### src/rtl/xor_checksum_pkg.sv
// Shared definitions for the streaming XOR checksum: FSM state encoding and
// the count-width helper.
package xor_checksum_pkg;

    typedef enum logic {
        ST_ACCUM = 1'b0,
        ST_HOLD  = 1'b1
    } state_t;

    // Width needed to hold the values 0..max_words inclusive.
    function automatic int calc_cw(input int max_words);
        return (max_words < 1) ? 1 : $clog2(max_words + 1);
    endfunction

endpackage : xor_checksum_pkg

### src/rtl/xor_checksum_xor_n.sv
// WIDTH-bit bitwise XOR of two vectors, built bit by bit from xor_gate instances.
module xor_n #(
    parameter int WIDTH = 16
) (
    input  logic [WIDTH-1:0] a,
    input  logic [WIDTH-1:0] b,
    output logic [WIDTH-1:0] y
);

    for (genvar i = 0; i < WIDTH; i++) begin : g_bit
        xor_gate u_gate (
            .a (a[i]),
            .b (b[i]),
            .y (y[i])
        );
    end

endmodule : xor_n

### src/rtl/xor_gate.sv
// Two-input XOR gate, the combinational building block of the checksum datapath.
module xor_gate (
    input  logic a,
    input  logic b,
    output logic y
);

    assign y = a ^ b;

endmodule : xor_gate

### src/rtl/xor_checksum.sv
// Streaming XOR checksum: folds a framed word stream into a running XOR and
// presents checksum, word count, parity and over-length flag per frame.
module xor_checksum
    import xor_checksum_pkg::*;
#(
    parameter int               WIDTH     = 16,
    parameter int               MAX_WORDS = 256,
    parameter logic [WIDTH-1:0] SEED      = '0,
    localparam int              CW        = calc_cw(MAX_WORDS)
) (
    input  logic             clk,
    input  logic             rst_n,
    input  logic             in_valid,
    output logic             in_ready,
    input  logic [WIDTH-1:0] in_data,
    input  logic             in_last,
    output logic             out_valid,
    input  logic             out_ready,
    output logic [WIDTH-1:0] out_sum,
    output logic [CW-1:0]    out_count,
    output logic             out_parity,
    output logic             out_err
);

    localparam logic [CW-1:0] LAST_IDX = CW'(MAX_WORDS - 1);

    state_t           state_q, state_next;
    logic [WIDTH-1:0] sum_q, sum_next;
    logic [CW-1:0]    count_q, count_inc;
    logic [WIDTH-1:0] out_sum_q;
    logic [CW-1:0]    out_count_q;
    logic             out_err_q;
    logic             accept, close, handoff, at_limit;

    xor_n #(.WIDTH(WIDTH)) u_fold (
        .a (sum_q),
        .b (in_data),
        .y (sum_next)
    );

    assign count_inc = count_q + CW'(1);
    assign at_limit  = (count_q == LAST_IDX);

    // Handshake outputs decode the state register only, so no input reaches them combinationally.
    assign in_ready  = (state_q == ST_ACCUM);
    assign out_valid = (state_q == ST_HOLD);

    always_comb begin
        // NOTE: every signal gets a default first so no path through the case infers a latch.
        state_next = state_q;
        accept     = 1'b0;
        close      = 1'b0;
        handoff    = 1'b0;
        case (state_q)
            ST_ACCUM: begin
                accept = in_valid;
                close  = in_valid && (in_last || at_limit);
                if (close) state_next = ST_HOLD;
            end
            ST_HOLD: begin
                handoff = out_ready;
                if (handoff) state_next = ST_ACCUM;
            end
        endcase
    end

    // NOTE: all state is updated with non-blocking assignments so every register samples pre-edge values.
    always_ff @(posedge clk) begin
        if (!rst_n) begin
            state_q     <= ST_ACCUM;
            sum_q       <= SEED;
            count_q     <= '0;
            out_sum_q   <= SEED;
            out_count_q <= '0;
            out_err_q   <= 1'b0;
        end else begin
            state_q <= state_next;
            if (accept) begin
                sum_q   <= sum_next;
                count_q <= count_inc;
            end
            if (close) begin
                out_sum_q   <= sum_next;
                out_count_q <= count_inc;
                out_err_q   <= !in_last;
            end
            if (handoff) begin
                sum_q   <= SEED;
                count_q <= '0;
            end
        end
    end

    assign out_sum    = out_sum_q;
    assign out_count  = out_count_q;
    assign out_err    = out_err_q;
    assign out_parity = ^out_sum_q;

endmodule : xor_checksum

### config.mk
export PLATFORM = sky130hd
export DESIGN_NAME = xor_checksum
export DESIGN_NICKNAME = d
export VERILOG_FILES = /design/src/rtl/xor_checksum_pkg.sv /design/src/rtl/xor_checksum_xor_n.sv /design/src/rtl/xor_gate.sv /design/src/rtl/xor_checksum.sv
export SDC_FILE = /design/constraint.sdc
export NUM_CORES = 1
export LEC_CHECK = 0
export BUFFER_PORTS_ARGS = -buffer_cell sky130_fd_sc_hd__buf_4
export CORE_ASPECT_RATIO = 0.7
export CORE_MARGIN = 2
export CORE_UTILIZATION = 40
export DETAILED_ROUTE_END_ITERATION = 10
export GPL_TIMING_DRIVEN = 0
export HOLD_SLACK_MARGIN = 0.08
export PLACE_DENSITY = 0.71
export SLEW_MARGIN = 40
export SYNTH_ARGS = -nofsm -noshare
export SYNTH_HDL_FRONTEND = slang
export SYNTH_SLANG_ARGS = --single-unit
### constraint.sdc
create_clock -name clk -period 5.15 [get_ports clk]
set_input_delay 0.7725 -clock clk [delete_from_list [all_inputs] [get_ports clk]]
set_output_delay 0.7725 -clock clk [all_outputs]
set_load 0.02 [all_outputs]
After elaboration in Yosys (flattened, before gate mapping)
Cells that the tools add are included.
Storage, ports and cells
  flip-flop bits (word level): 52
  output and inout bits: 29
  word-level logic and storage cells: 37
Operators by class
  add/subtract/negate cells: 1
  reduce and logical (&&, ||, !) cells: 5
  multiplexer cells: 6
  bitwise operators: 18
  equality and inequality tests: 1
Operators by type and width (count)
  XOR reduction 16 bit: 1
  XOR 1 bit: 16
  adder 9 x 1 -> 9 bit, second input constant: 1
  == test 9 x 8 -> 1 bit, second input constant: 1
  two-way mux 1 bit: 5
  NOT 1 bit: 2
  one-hot mux 1 bit (2 select lines): 1
  OR reduction 2 bit: 1
  logical AND 1 bit: 1
  zero test 1 bit: 1
  logical OR 1 bit: 1

Longest topological paths before layout
  depth in word-level cells: 5
  mapped depth: 11
  gate-level depth less buffers: 9

Hierarchy
Synthesis repeated with hierarchy kept, for this count alone.
Second synthesis, totals
  cells, all modules: 269
  area total of the unflattened synthesis: 2323.5 µm²
Modules (own cells, without submodules)
  xor_checksum: sequential area each 1041.0 µm², area each 2183.3 µm², instances 1, cells an instance 253
  xor_gate: sequential area each 0.0 µm², area each 8.8 µm², instances 16, cells an instance 1

Least setup slack after synthesis
Ideal clock, no wire load.
  path kind: register -> output
  from: reg out_sum_q[4], in the netlist out_sum[4]
  to: out out_parity
  data required time: 4.378 ns
  path slack: 3.103 ns
  arrival: 1.274 ns
  buffers on the path: 0
  cell stages (with the launch flop): 5
  path through: dfxtp_1 xor2_1 xnor2_1 xnor2_1 xnor2_1
On the way
  longest elaborated chain between the ends: 1
Ends and longest elaborated chain
  start: declaration: RTL line xor_checksum.sv:30  | logic [WIDTH-1:0] out_sum_q;
  start signal: assignment: RTL line xor_checksum.sv:83  | out_sum_q <= sum_next;
  XOR reduction 16 bit: RTL line xor_checksum.sv:97  | assign out_parity = ^out_sum_q;
  end: declaration: RTL line xor_checksum.sv:21  | output logic out_parity,
Every way passes these cells.

Final worst setup path
  from: reg out_sum_q[2], in the netlist out_sum[2]
  to: out out_parity
Same word-level chain as after synthesis.

==> reports/qor.yml <==
layout_setup_ws_ns: 2.84
fmax_mhz: 433
start_util_pct: 41.7
startpoint_type: "flip-flop"
worst-path-buf-inv: 1
slew_headroom_pct: 66.4
hpwl_mm: 3.81
hold_viol: 0
synthDistinctLibCells: 29
hp-class: "reg -> reg"
syn2layout_area_growth_pct: 23.3
cts_buffers: 5
seq_area_frac_synth_pct: 43.2
grtUsageTotal_pct: 15.5
dr_total_vias: 1825
p_leak_nw: 1.38
grt_max_degree: 16
design.core.area_um2: 5780
cp_common_cell: "xnor2_1"
wire_per_inst_um: 13.0
grt_pass1_vias: 1626
p_total_w: 0.000939
critPathTopFamily: "XOR/XNOR gates"
antenna_cells: 0
grt_setup_unrepaired: "false"
cts_root_buf: "clkbuf_8"
syn_area_per_cell_um2: 9.50
yosysTopAreaCell: "dfxtp_1"
synth.area.top_cells: "dfxtp_1, xnor2_1, o211a_1"
endpoint_kind: "output port"
grt_pass1_wl_mm: 8.12
power_per_cell_area_nw_per_um2: 316
yosysMostFrequentCell: "dfxtp_1"
post-place-ws_ns: 3.00
synth_edf_count: 0
path_max_fanout: 3
max-clock-path-buffers: 2
io_buffers: 48
wirelength_mm: 5.01
pin_count: 50
fin_skew_ns: 0.00918
ys_warn_count: 0
syn_inst: 254
worst_ep_arrival_time_ns: 1.54
synth_nets: 277
final_nets: 332
setup_viol: 0
via_per_inst: 4.74
antenna_found_initial: 0
initialDrtViolationCount: 111
clk_latency_ns: 0.30
drive_above_1_share_pct: 26.8
min_period_ns: 2.31
synth_common_cells: "dfxtp_1, nand2_1, xnor2_1"
synth_top_area_share_pct: 43.2
synth_area_um2: 2410
grt-ovfl-total: 0
die_w_um: 96.8
cp_slowest_stage_delay_ns: 0.34
tns_ns: 0
placed_cells: 377
clock-sinks: 52
report.final.slew_viol_count: 0
final_cells: 385
crit_slowest_cell: "dfxtp_1"
ctsResizeCount: 0
post_cts_buffers: 0
die_h_um: 69.0
crit_chain: "xnor2_1 -> xnor2_1 -> xnor2_1 -> xnor2_1 -> buf_4"
path_class: "reg -> out"
ys_seq_elements: 52
status: "finished, final reports clean"
die-area_um2: 6680
place.gp.congestion: 0.848
synthFlopType: "dfxtp_1"
clk_pin_slew_ns: 0.08
maxCapViolCount: 0
drcViolationCount: 0
ctsHoldBuffers: 0
peakVddDrop_mv: 0.150
htree_levels: 2
cts_tree: "built"
nFillCells: 541
tightest_slew_ns: 0.504
synthArstFlopShare_pct: 0
row_count: 23
postRouteAntennaNets: 0
min_period_over_period_pct: 44.9
critPathRequiredTime_ns: 4.38
dr.pass1.iters: 4
layout by cell type (no fill, tap or decap):
| master | instances |
|---|---|
| a21oi_1 | 7 |
| buf_4 | 50 |
| ha_1 | 2 |
| nand2_2 | 10 |
| o21ai_0 | 6 |
| and3_1 | 1 |
| clkbuf_1 | 5 |
| buf_12 | 1 |
| o21ai_1 | 1 |
| buf_2 | 3 |
| nor2_1 | 26 |
| inv_1 | 2 |
| clkinv_2 | 1 |
| xnor2_1 | 38 |
| nor2b_1 | 1 |
| nor2_2 | 1 |
| nand2_1 | 38 |
| clkbuf_8 | 5 |
| xor2_1 | 20 |
| and2_1 | 1 |
| dfxtp_1 | 52 |
| nand3_2 | 2 |
| o211a_1 | 20 |
| nor2_4 | 1 |
| nand4_1 | 1 |
| nor3_2 | 3 |
| buf_6 | 4 |
| bufinv_16 | 1 |
| nand2b_4 | 1 |
| a211oi_1 | 1 |
| or3_1 | 3 |
| a21boi_0 | 2 |
layer usage:
metal	wire [um]	vias to the layer above	GRT usage, %
li1	-	933	-
met1	2610	850	22.4
met2	2110	37	22.7
met5	0	-	0
met4	46	0	4.23
met3	246	5	4.13
cell type report:
type / instances / area [um^2] / share of cell area, %
buffer: 14 / 110 / 3.70
clock buffer: 6 / 72.6 / 2.44
clock inverter: 2 / 35.0 / 1.18
inverter: 2 / 7.51 / 0.252
multi-input combinational: 186 / 1250 / 42.2
sequential: 52 / 1040 / 35.0
tap: 75 / 93.8 / 3.16
timing repair buffer: 48 / 360 / 12.1
registers in the layout (all words and copies together) (netlist names):
signal,flops
out_sum,16
sum_q,16
count_q,9
out_count,9
out_err,1
out_valid,1
cell families (layout without fill, tap and decap cells):
| logic type | count (synthesis) | count (layout) | synth area share [%] |
|---|---|---|---|
| simple gates | 89 | 89 | 17.7 |
| xor+xnor | 58 | 58 | 21.1 |
| flops | 52 | 52 | 43.2 |
| compound gates | 37 | 37 | 12.1 |
| buf+inv | 16 | 72 | 4.87 |
| fa+ha+maj | 2 | 2 | 1.04 |
final timing paths:
kind         slack [ns]  depth (start not counted)      endpoint    startpoint
max                2.84                          5    out_parity    out_sum[2]
min                0.48                          2  out_count[0]  out_count[0]
max reg2reg        2.99                         11   out_sum[11]    count_q[0]
min reg2reg        0.48                          2  out_count[0]  out_count[0]
worst min-delay path: stages (launching register included):
cell and delay (ns):
dfxtp_1 0.32, nand2_1 0.05, a21boi_0 0.06
metrics by stage:
stage,instance area (um^2),utilization (%),hold slack [ns]
after floorplan,2410,-,0.465
after CTS,2970,51.4,0.482
final,2970,51.4,0.476
after detailed placement,2870,49.6,0.469
after global placement,2870,49.6,0.464
after global routing,2970,51.4,0.526
power breakdown:
group | switching (W) | total [W] | leakage (nW) | internal [W]
Clock | 0.000126 | 0.000270 | 0.0552 | 0.000144
Combinational | 0.000110 | 0.000216 | 0.897 | 0.000106
Sequential | 0.0000232 | 0.000453 | 0.427 | 0.000430
Total | 0.000259 | 0.000939 | 1.38 | 0.000680
No activity file was read; power rests on OpenSTA's default activity.
